**config.mk**
```make
export PLATFORM = sky130hd
export DESIGN_NAME = shift_sequencer_flat
export DESIGN_NICKNAME = d
export VERILOG_FILES = /design/src/rtl/shift_seq_pkg.sv /design/src/rtl/shift_sequencer_if.sv /design/src/rtl/shift_reg8.sv /design/src/rtl/shift_sequencer.sv /design/src/flat_wrapper.sv
export SDC_FILE = /design/constraint.sdc
export NUM_CORES = 1
export LEC_CHECK = 0
export BUFFER_PORTS_ARGS = -buffer_cell sky130_fd_sc_hd__buf_2
export CAP_MARGIN = 5
export CORE_MARGIN = 10
export CORE_UTILIZATION = 45
export CTS_CLUSTER_SIZE = 10
export DETAILED_ROUTE_END_ITERATION = 7
export PLACE_DENSITY_LB_ADDON = 0.1
export SLEW_MARGIN = 20
export SYNTH_ARGS = -nofsm -noshare
export SYNTH_HDL_FRONTEND = slang
export SYNTH_SLANG_ARGS = --single-unit
```
**constraint.sdc**
```tcl
create_clock -name clock -period 1.7 [get_ports clock]
set_input_delay 0.255 -clock clock [delete_from_list [all_inputs] [get_ports clock]]
set_output_delay 0.255 -clock clock [all_outputs]
set_load 0.005 [all_outputs]
```
**src/rtl/shift_seq_pkg.sv**
```systemverilog
// Shared types and defaults for the shift sequencer and its register datapath.
package shift_seq_pkg;

    localparam int unsigned DEF_WIDTH = 8;
    localparam int unsigned DEF_AMT_W = 3;

    typedef enum logic [1:0] {
        MODE_ROR  = 2'b00,
        MODE_ROL  = 2'b01,
        MODE_ASR  = 2'b10,
        MODE_LOAD = 2'b11
    } mode_e;

    typedef enum logic [1:0] {
        ST_IDLE  = 2'b00,
        ST_LOAD  = 2'b01,
        ST_SHIFT = 2'b10,
        ST_DONE  = 2'b11
    } state_e;

endpackage

```
**src/rtl/shift_sequencer_if.sv**
```systemverilog
// Command/status bundle between an issuer (master) and the sequencer (slave).
interface shift_sequencer_if
    import shift_seq_pkg::*;
#(
    parameter int unsigned WIDTH = DEF_WIDTH,
    parameter int unsigned AMT_W = DEF_AMT_W
);
    logic             start;
    logic [1:0]       mode;
    logic [AMT_W-1:0] amount;
    logic [WIDTH-1:0] data_in;
    logic             busy;
    logic             done;
    logic [WIDTH-1:0] q;

    modport master (
        output start, mode, amount, data_in,
        input  busy, done, q
    );

    modport slave (
        input  start, mode, amount, data_in,
        output busy, done, q
    );
endinterface

```
**src/rtl/shift_reg8.sv**
```systemverilog
// Load / rotate / arithmetic-shift-right register datapath.
module shift_reg8
    import shift_seq_pkg::*;
#(
    parameter int unsigned WIDTH = DEF_WIDTH
) (
    input  logic             clk_i,
    input  logic             rst_i,
    input  logic             par_loadn_i,
    input  logic             rotate_right_i,
    input  logic             as_right_i,
    input  logic [WIDTH-1:0] d_i,
    output logic [WIDTH-1:0] q_o
);
    logic [WIDTH-1:0] q_q;
    logic [WIDTH-1:0] q_d;
    logic [WIDTH-1:0] left_nb;
    logic [WIDTH-1:0] right_nb;

    // Neighbour selection per bit; the top bit's left input is q[0] (rotate) or q[MSB] (sign fill).
    always_comb begin
        left_nb  = {(as_right_i ? q_q[WIDTH-1] : q_q[0]), q_q[WIDTH-1:1]};
        right_nb = {q_q[WIDTH-2:0], q_q[WIDTH-1]};
        q_d      = par_loadn_i ? (rotate_right_i ? left_nb : right_nb) : d_i;
    end

    // Register update with synchronous active-high reset.
    always_ff @(posedge clk_i) begin
        if (rst_i) begin
            q_q <= '0;
        end else begin
            q_q <= q_d;
        end
    end

    assign q_o = q_q;
endmodule

```
**src/rtl/shift_sequencer.sv**
```systemverilog
// Command-driven sequencer: load, then shift the owned register N times, then pulse done.
module shift_sequencer
    import shift_seq_pkg::*;
#(
    parameter int unsigned WIDTH = DEF_WIDTH,
    parameter int unsigned AMT_W = DEF_AMT_W
) (
    input  logic             clock,
    input  logic             reset,
    shift_sequencer_if.slave bus
);
    state_e           state_q, state_d;
    logic [AMT_W-1:0] cnt_q, cnt_d;
    mode_e            mode_q, mode_d;
    logic [AMT_W-1:0] amt_q, amt_d;
    logic [WIDTH-1:0] data_q, data_d;

    logic             par_loadn;
    logic             rotate_right;
    logic             as_right;
    logic [WIDTH-1:0] reg_d;
    logic [WIDTH-1:0] reg_q;
    logic             reg_rst;

    // State, counter and command registers; synchronous active-low reset.
    always_ff @(posedge clock) begin
        if (!reset) begin
            state_q <= ST_IDLE;
            cnt_q   <= '0;
            mode_q  <= MODE_ROR;
            amt_q   <= '0;
            data_q  <= '0;
        end else begin
            state_q <= state_d;
            cnt_q   <= cnt_d;
            mode_q  <= mode_d;
            amt_q   <= amt_d;
            data_q  <= data_d;
        end
    end

    // Next-state and register control decode; idle/done reload q so it holds.
    always_comb begin
        state_d      = state_q;
        cnt_d        = cnt_q;
        mode_d       = mode_q;
        amt_d        = amt_q;
        data_d       = data_q;
        par_loadn    = 1'b0;
        rotate_right = 1'b0;
        as_right     = 1'b0;
        reg_d        = reg_q;
        unique case (state_q)
            ST_IDLE: begin
                if (bus.start) begin
                    mode_d  = mode_e'(bus.mode);
                    amt_d   = bus.amount;
                    data_d  = bus.data_in;
                    cnt_d   = bus.amount;
                    state_d = ST_LOAD;
                end
            end
            ST_LOAD: begin
                reg_d = data_q;
                if (amt_q != '0 && mode_q != MODE_LOAD) begin
                    state_d = ST_SHIFT;
                end else begin
                    state_d = ST_DONE;
                end
            end
            ST_SHIFT: begin
                par_loadn    = 1'b1;
                rotate_right = (mode_q != MODE_ROL);
                as_right     = (mode_q == MODE_ASR);
                cnt_d        = cnt_q - AMT_W'(1);
                if (cnt_q == AMT_W'(1)) begin
                    state_d = ST_DONE;
                end
            end
            ST_DONE: begin
                state_d = ST_IDLE;
            end
            default: begin
                state_d = ST_IDLE;
            end
        endcase
    end

    assign reg_rst = ~reset;

    shift_reg8 #(.WIDTH(WIDTH)) u_reg (
        .clk_i          (clock),
        .rst_i          (reg_rst),
        .par_loadn_i    (par_loadn),
        .rotate_right_i (rotate_right),
        .as_right_i     (as_right),
        .d_i            (reg_d),
        .q_o            (reg_q)
    );

    assign bus.busy = (state_q == ST_LOAD) || (state_q == ST_SHIFT);
    assign bus.done = (state_q == ST_DONE);
    assign bus.q    = reg_q;
endmodule

```
**src/flat_wrapper.sv**
```systemverilog
// flat-port wrapper written by rule: the top's interface ports become plain ports
module shift_sequencer_flat import shift_seq_pkg::*;
#(
    parameter int unsigned WIDTH = DEF_WIDTH,
    parameter int unsigned AMT_W = DEF_AMT_W
)
  (clock, reset, bus_start, bus_mode, bus_amount, bus_data_in, bus_busy, bus_done, bus_q);
  shift_sequencer_if #(.WIDTH(WIDTH), .AMT_W(AMT_W)) bus_i ();
  input  logic clock;
  input  logic reset;
  input wire logic [$bits(bus_i.start)-1:0] bus_start;
  input wire logic [$bits(bus_i.mode)-1:0] bus_mode;
  input wire logic [$bits(bus_i.amount)-1:0] bus_amount;
  input wire logic [$bits(bus_i.data_in)-1:0] bus_data_in;
  output wire logic [$bits(bus_i.busy)-1:0] bus_busy;
  output wire logic [$bits(bus_i.done)-1:0] bus_done;
  output wire logic [$bits(bus_i.q)-1:0] bus_q;
  assign bus_i.start = bus_start;
  assign bus_i.mode = bus_mode;
  assign bus_i.amount = bus_amount;
  assign bus_i.data_in = bus_data_in;
  assign bus_busy = bus_i.busy;
  assign bus_done = bus_i.done;
  assign bus_q = bus_i.q;
  shift_sequencer #(.WIDTH(WIDTH), .AMT_W(AMT_W)) u_core (.clock(clock), .reset(reset), .bus(bus_i));
endmodule
```
## Word level (Yosys, flattened, before mapping)

Index checks and enable logic that the tools add are counted.

| storage, ports and cells | value |
|---|---|
| word-level logic and storage cells | 41 |
| memory bits (read-only) | 0 |
| bits in registers | 26 |
| output and inout port bits | 10 |
| memories | 0 |
| latch bits | 0 |
| bits in writable memories | 0 |
| input bits | 16 |

| cells by class | value |
|---|---|
| divide/modulo/power cells | 0 |
| $mul | 0 |
| shift operators | 0 |
| muxes and demuxes | 13 |
| equality and inequality tests | 10 |
| $lt $le $gt $ge | 0 |
| $add $sub $neg | 1 |
| reductions and logical operators | 10 |
| bitwise gates (word level) | 0 |

Operators by type and width:

| operator | number |
|---|---|
| $mux 8 | 3 |
| $pmux 2 s4 | 1 |
| $reduce_and 2->1 | 4 |
| $eq 2x2->1 const B | 3 |
| $pmux 3 s2 | 1 |
| $mux 1 | 5 |
| $mux 2 | 2 |
| $ne 2x1->1 const B | 2 |
| $ne 2x2->1 const B | 2 |
| $reduce_bool 2->1 | 2 |
| $eq 3x1->1 const B | 1 |
| $mux 3 | 1 |
| $ne 3x3->1 const B | 1 |
| $reduce_bool 3->1 | 1 |
| $sub 3x1->3 const B | 1 |
| $eq 2x1->1 const B | 1 |
| $logic_not 2->1 | 1 |
| $logic_and 1x1->1 | 1 |
| $logic_or 1x1->1 | 1 |

## Logic depth before layout (Yosys ltp)

Gate-level depths: netlist (run 1).

| depth | value |
|---|---|
| depth after elaboration | 5 |
| mapped depth | 7 |
| mapped depth without buffers | 6 |

## Cells and area by module

Synthesis (run 1) repeated with hierarchy kept, for this count alone.

| unflattened totals | value |
|---|---|
| cells, all modules | 152 |
| area, all modules | 1327.5 um2 |

By module, submodules not included:

| module | times used | area each (um2) | cells an instance | seq. area each (um2) |
|---|---|---|---|---|
| shift_sequencer | 1 | 939.7 | 114 | 360.3 |
| shift_reg8 | 1 | 387.9 | 38 | 160.2 |

## Worst setup path before layout (run 1)

Ideal clock, no wire load.

| timing | value |
|---|---|
| path kind | reg-to-reg |
| from | register u_core.state_q[0] |
| to | register u_core.u_reg.q_q[0] (netlist: u_core.u_reg.q_o[0]) |
| setup time | 0.116 ns |
| data required time | 1.584 ns |
| setup slack | 0.308 ns |
| cell stages (with the launch flop) | 7 |
| clock period less this slack | 1.392 ns |
| buffers on the path | 0 |
| arrival | 1.276 ns |
| path through | dfxtp_1 inv_1 ha_1 and2_1 o21ai_0 a31oi_1 a31o_2 |

| between the ends | value |
|---|---|
| cells in the longest elaborated chain, start to end | 4 |
| elaborated cells on any way between the ends | 7 |
| those cells by class | eq/ne (2); mux (4); reduce/logical (1) |

RTL lines:

| item | line | RTL |
|---|---|---|
| start: declaration | shift_sequencer.sv:12 | `state_e state_q, state_d;` |
| start signal: assignment | shift_sequencer.sv:34 | `state_q <= state_d;` |
| $eq 2x2->1 | shift_sequencer.sv:53 | `unique case (state_q)` |
| $mux 1 | shift_sequencer.sv:53 |  |
| $mux 8 (2 in a row) | shift_reg8.sv:24 | `q_d = par_loadn_i ? (rotate_right_i ? left_nb : right_nb) : d_i;` |
| end signal: assignment | shift_reg8.sv:32 | `q_q <= q_d;` |
| end: declaration | shift_reg8.sv:15 | `logic [WIDTH-1:0] q_q;` |

Parallel ways exist; a longest one is shown, timed or not.
A chain may end at the register's enable or synchronous reset.

## Worst setup path after layout (run 1)

| timing | value |
|---|---|
| from | register u_core.state_q[1] |
| to | output port bus_busy |

| between the ends | value |
|---|---|
| cells in the longest elaborated chain, start to end | 2 |
| elaborated cells on any way between the ends | 3 |
| those cells by class | eq/ne (2); reduce/logical (1) |

RTL lines:

| item | line | RTL |
|---|---|---|
| $eq 2x1->1 / $eq 2x2->1 (equally long branches) | shift_sequencer.sv:101 | `assign bus.busy = (state_q == ST_LOAD) \|\| (state_q == ST_SHIFT);` |
| $logic_or 1x1->1 * | shift_sequencer.sv:101 |  |
| end: declaration | flat_wrapper.sv:15 | `output wire logic [$bits(bus_i.busy)-1:0] bus_busy;` |

Every way passes the cells marked *; elsewhere a longest branch is shown, timed or not.

==> impl_metrics.yaml, run 1 <==
clock_tree:
  cts_max_path_buffers: 2
  tritoncts: "yes"
  clock_sinks: 26
  cts_root_buf: "clkbuf_4"
  cts_setup_buffers: 0
  clkTransAtPathRegs_ns: 0.15
  cts_buffers: 3
  clk_latency_ns: 0.33
  cts-htree-levels: 1
synthesis:
  yosysTopAreaCell: "dfxtp_1"
  yosysSeqAreaShare: 0.395
  synthDistinctLibCells: 32
  ys_warn_count: 0
  ys_async_sr_fraction: 0
  ys_top_cells_by_area: "dfxtp_1 (40%), nand2_1 (12%), a21boi_0 (8.0%), ha_1 (5.7%), a31oi_1 (4.8%)"
  syn_area_um2: 1320
  syn_nets: 183
  synth_top_area_frac: 0.395
  synthFlopType: "dfxtp_1"
  synth_edf_count: 0
  ys_ff_latch: 26
  syn_area_per_cell_um2: 8.18
  syn_inst: 161
floorplan:
  std_cell_rows: 19
  ioPinCount: 26
  start_util: 0.473
  die_w_um: 74.1
  die_h_um: 74.1
  core_region_area_um2: 2780
  dieArea_um2: 5490
detailed_routing:
  drt-initial-drc-count: 98
  viasPerCell: 5.39
  top_layer_used: "met4"
  routed_wl_um: 3060
  dr_wl_met2_um: 1420
  ant_nets: 0
  vias: 1181
  wl_met1_um: 1350
  firstDrtPassIters: 4
  wl_met3_um: 259
  drc: 0
  wl_per_cell_um: 14.0
final_layout:
  multi_input_area_um2: 733
  syn_to_final_growth_pct: 18.3
  final_nets: 211
  seq_area_um2: 520
  utilization: 0.560
  fillers: 278
  n_antenna_cell: 0
  drive_gt1_frac: 0.255
global_route:
  grt_max_degree: 27
  grt_antenna_before_repair: 0
  grt.total_usage: 0.117
  grt_pass1_wl_um: 5310
  grt_remaining_overflow: 0
  grt_pass1_vias: 1149
power:
  power_density_nw_per_um2: 1400
  p_leak_nw: 0.649
  ir_drop_uv: 787
placement:
  place_ws_ns: 0.119
  portBuffers: 25
  hpwl_um: 2280
  gp_congestion: 0.790
critical_path:
  cp_cell_sequence: "inv_1 -> ha_1 -> buf_2"
  critical_path.startpoint_type: "flip-flop"
  crit_type: "flip-flop to output port"
  worstPathRequired_ns: 1.44
  critPathArrivalTime_ns: 1.31
  r2r_start: "u_core.state_q[1]"
  worst_setup_path_end_kind: "output port"
  worstPathMaxFanout: 5
  critPathSlowestCell: "dfxtp_1"
  r2r_setup_slack_ns: 0.19
  reg2reg_depth: 6
  r2r_end: "u_core.u_reg.q_o[0]"
  slowest_delay_ns: 0.43
hold_path:
  hold_start: "bus_data_in[0]"
  hold_end: "u_core.data_q[0]"
  hold_depth: 3
  hp-class: "input port to flip-flop"
timing:
  tightest_slew_ns: 0.268
  slew_headroom: 0.819
  setup_ws_ns: 0.136
  finalHoldViolCount: 0
  drv_slew: 0
  max_freq_mhz: 639
  clock-skew-final_ns: 0.0100
  whs_ns: 0.145
  period_share: 0.920
  setup_viol: 0
  min_period_ns: 1.56
outcome:
  status: "complete, no violations"
job:
  maxCapViolations: 0
[Yosys cell counts, types with 3 or more instances]
cell type and count:
nand2_1 43, dfxtp_1 26, a21boi_0 14, o21ai_0 11, a31oi_1 10, inv_1 8
a31o_2 6, ha_1 6, buf_2 5, nand2b_1 4, clkbuf_1 3, nor2_1 3
nor2b_1 3
[final cells by class]
type	instances	share of cell area
Multi-Input combinational cell	119	0.471
Sequential cell	26	0.334
Timing Repair Buffer	31	0.117
Tap cell	31	0.0249
Clock inverter	1	0.0193
Inverter	8	0.0193
Clock buffer	3	0.0145
[registers in the layout, indices dropped and copies added (netlist names)]
signal / count
u_core.mode_q: 2
u_core.state_q: 2
u_core.data_q: 8
u_core.u_reg.q_o: 8
u_core.amt_q: 3
u_core.cnt_q: 3
[critical path: cells and delay by family, from the launching register on]
| family | cells | cell delay (ns) |
|---|---|---|
| buffers and inverters | 2 | 0.23 |
| flip-flops | 1 | 0.43 |
| adder cells (fa/ha/maj) | 1 | 0.32 |
[metal layers]
layer	GRT usage	vias to the layer above
li1	-	609
met1	0.141	533
met2	0.189	35
met3	0.0452	4
met4	0.0290	0
met5	0	-
[through the flow]
stage	area, µm²	total power [mW]	instances	setup TNS [ns]
CTS	1550	2.20	219	0
global route	1560	2.37	219	-0.00204
detailed placement	1500	1.77	215	0
global placement	1500	1.73	215	0
floorplan	1320	1.45	161	0
finish	1560	2.18	219	0
[placed cells by master (no fill, tap or decap)]
master,Yosys,layout
nand2_1,43,43
dfxtp_1,26,26
buf_2,5,25
a21boi_0,14,14
o21ai_0,11,11
a31oi_1,10,10
inv_1,8,8
a31o_2,6,6
ha_1,6,5
buf_4,0,5
nand2b_1,4,4
nor2b_1,3,3
nor2_1,3,3
clkbuf_4,0,3
and2_4,1,1
and2b_4,1,1
and2_2,0,1
a31o_1,1,1
nor4b_1,1,1
a21oi_1,1,1
a22oi_1,1,1
a2bb2oi_1,1,1
mux2i_1,1,1
a21oi_2,1,1
o22ai_1,1,1
mux2_1,1,1
nand3b_1,1,1
o21ai_1,1,1
nor3b_1,1,1
a211oi_2,1,1
a211o_1,1,1
a21boi_2,1,1
o311a_1,1,1
ha_2,0,1
bufinv_16,0,1
buf_12,0,1
[worst max path at each step]
stage | endpoint | slack, ns | from | depth (start not counted)
after global routing | u_core.cnt_q[2] | -0.002 | u_core.state_q[1] | 6
after global placement | u_core.u_reg.q_o[6] | 0.21 | u_core.state_q[1] | 6
final | bus_busy | 0.14 | u_core.state_q[1] | 3
after floorplan | u_core.u_reg.q_o[0] | 0.31 | u_core.state_q[0] | 6
after CTS | u_core.cnt_q[2] | 0.09 | u_core.state_q[1] | 6
after detailed placement | u_core.cnt_q[2] | 0.12 | u_core.state_q[1] | 6
[power by group]
group / internal [mW] / switching (mW)
Sequential: 0.740 / 0.109
Clock: 0.239 / 0.192
Combinational: 0.407 / 0.494
[logic make-up (layout without fill, tap and decap cells)]
group / Yosys count / after routing / share of synthesized area
AND/OR/NAND/NOR: 59 / 59 / 0.202
AO/OA/AOI/OAI: 52 / 52 / 0.279
flip-flops: 26 / 26 / 0.395
buffers and inverters: 16 / 43 / 0.0504
adder cells (fa/ha/maj): 6 / 6 / 0.0570
multiplexers: 2 / 2 / 0.0162
[what timing repair did]
item                                    4_1_cts  5_1_grt
gates resized for setup                       0        2
hold buffers                                  0        0
endpoints found under the setup margin        0        4
No activity file was read; power rests on OpenSTA's default activity.
==> run 2, diff against run 1 <==
Settings changed: CORE_ASPECT_RATIO from default to 0.75.
==> run 2 against run 1 <==
Clock power fell by 7.0%. Worst hold slack improved by 0.076 ns. Setup slack got worse by 0.019 ns. Global-route usage fell by 0.11 points. Sequential power rose by 0.6%. Register-to-register slack got worse by 0.07 ns. Die area rose by 0.41%. Largest cell class unchanged.
==> impl_metrics.yaml, run 2 (synthesis results as in run 1) <==
outcome:
  status: "complete, no violations"
timing:
  clock-skew-final_ns: 0.0136
  setup_tns_ns: 0
  grt_setup_unrepaired: "no"
  drv_slew: 0
  max_freq_mhz: 632
  setup_viol: 0
  period_share: 0.931
  slew_headroom: 0.737
  finalHoldViolCount: 0
  whs_ns: 0.221
  tightest_slew_ns: 0.389
  min_period_ns: 1.58
critical_path:
  cp_cell_sequence: "inv_1 -> ha_1 -> and2_2 -> o21ai_0 -> a31oi_1 -> a31o_2"
  critical_path.startpoint_type: "flip-flop"
  worstPathRequired_ns: 1.86
  worst_setup_path_end_kind: "flip-flop"
  crit_type: "flip-flop to flip-flop"
  r2r_end: "u_core.u_reg.q_o[1]"
  critPathArrivalTime_ns: 1.75
  worstPathMaxFanout: 7
  reg2reg_depth: 6
  critical_path.endpoint: "u_core.u_reg.q_o[1]"
  r2r_setup_slack_ns: 0.12
  critPathSlowestCell: "dfxtp_1"
  critPathLaunch: "u_core.state_q[0]"
  slowest_delay_ns: 0.42
  r2r_start: "u_core.state_q[0]"
placement:
  portBuffers: 25
  hpwl_um: 2350
  gp_congestion: 0.831
final_layout:
  syn_to_final_growth_pct: 17.3
  final_cell_mix: "nand2_1 (43), dfxtp_1 (26), buf_2 (25), a21boi_0 (14), o21ai_0 (11)"
  final_common_cell: "nand2_1"
  drive_gt1_frac: 0.246
  final_nets: 210
  n_antenna_cell: 0
global_route:
  grt_antenna_before_repair: 0
  grt_remaining_overflow: 0
  grt_pass1_wl_um: 5100
  grt_pass1_vias: 1122
  grt_max_degree: 27
  grt.total_usage: 0.116
power:
  p_leak_nw: 0.643
  ir_drop_uv: 533
  power_density_nw_per_um2: 1370
  power_mw: 2.12
detailed_routing:
  vias: 1208
  wl_per_cell_um: 14.0
  drt-initial-drc-count: 156
  routed_wl_um: 3120
  drc: 0
  viasPerCell: 5.42
  firstDrtPassIters: 6
  ant_nets: 0
floorplan:
  ioPinCount: 26
  die_w_um: 82.5
  core_region_area_um2: 2700
  die_h_um: 66.8
  dieArea_um2: 5510
  std_cell_rows: 16
  start_util: 0.487
job:
  maxCapViolations: 0
clock_tree:
  cts_resized: 0
  holdBufCountCts: 0
  cts-htree-levels: 1
  clk_latency_ns: 0.27
  cts_setup_buffers: 0
  cts_max_path_buffers: 2
  cts_root_buf: "clkbuf_8"
  clkTransAtPathRegs_ns: 0.10
  cts_buffers: 3
  tritoncts: "yes"
  clock_sinks: 26
hold_path:
  hp-class: "input port to flip-flop"
## run 2: changes by cell type in the layout (fill, tap and decap cells not counted)
cell       before  now
bufinv_16       1    0
buf_12          1    0
clkbuf_4        3    0
ha_2            1    0
ha_1            5    6
clkbuf_8        0    4
## run 2: routing by layer
| metal | GRT usage | part of all wire | up-vias |
|---|---|---|---|
| li1 | - | - | 607 |
| met1 | 0.148 | 0.50 | 551 |
| met2 | 0.174 | 0.41 | 45 |
| met3 | 0.0456 | 0.074 | 5 |
| met4 | 0.0339 | 0.0077 | 0 |
| met5 | 0 | 0 | - |
## run 2: cell type report
cell class / count / area (µm²)
Multi-Input combinational cell: 119 / 731
Tap cell: 36 / 45.0
Fill cell: 272 / 1160
Clock buffer: 4 / 55.1
Sequential cell: 26 / 520
Timing Repair Buffer: 30 / 163
Inverter: 8 / 30.0
## run 2: where the power goes
group / total (mW) / switching, mW / internal [mW]
clock network: 0.401 / 0.194 / 0.207
registers: 0.854 / 0.115 / 0.740
logic: 0.867 / 0.493 / 0.374
total: 2.12 / 0.801 / 1.32
## run 2: worst min-delay path by stage
stage                     from  slack (ns)  cells past startpoint                to
4_1_cts         bus_data_in[5]        0.22                      3  u_core.data_q[5]
2_1_floorplan    bus_amount[0]        0.40                      2   u_core.amt_q[0]
6_report        bus_data_in[5]        0.22                      3  u_core.data_q[5]
5_1_grt         bus_data_in[0]        0.23                      3  u_core.data_q[0]
3_3_place_gp   u_core.amt_q[2]        0.45                      2   u_core.amt_q[2]
3_5_place_dp   u_core.cnt_q[1]        0.45                      2   u_core.cnt_q[1]
## run 2: critical path, delay by kind of cell (launching register included)
family / cells / cell delay [ns]
DFF: 1 / 0.42
AOI/OAI and AO/OA: 3 / 0.36
buffers and inverters: 1 / 0.09
adders and majority gates: 1 / 0.35
and+or+nand+nor: 1 / 0.24
## run 2: per-stage QoR
stage               utilization  instances  instance area [µm²]  setup slack, ns
CTS                       0.571        223                 1540            0.111
global placement          0.550        219                 1490            0.192
detailed placement        0.550        219                 1490            0.144
global route              0.571        223                 1540           0.0183
finish                    0.571        223                 1540            0.117
floorplan                     -        161                 1320            0.308
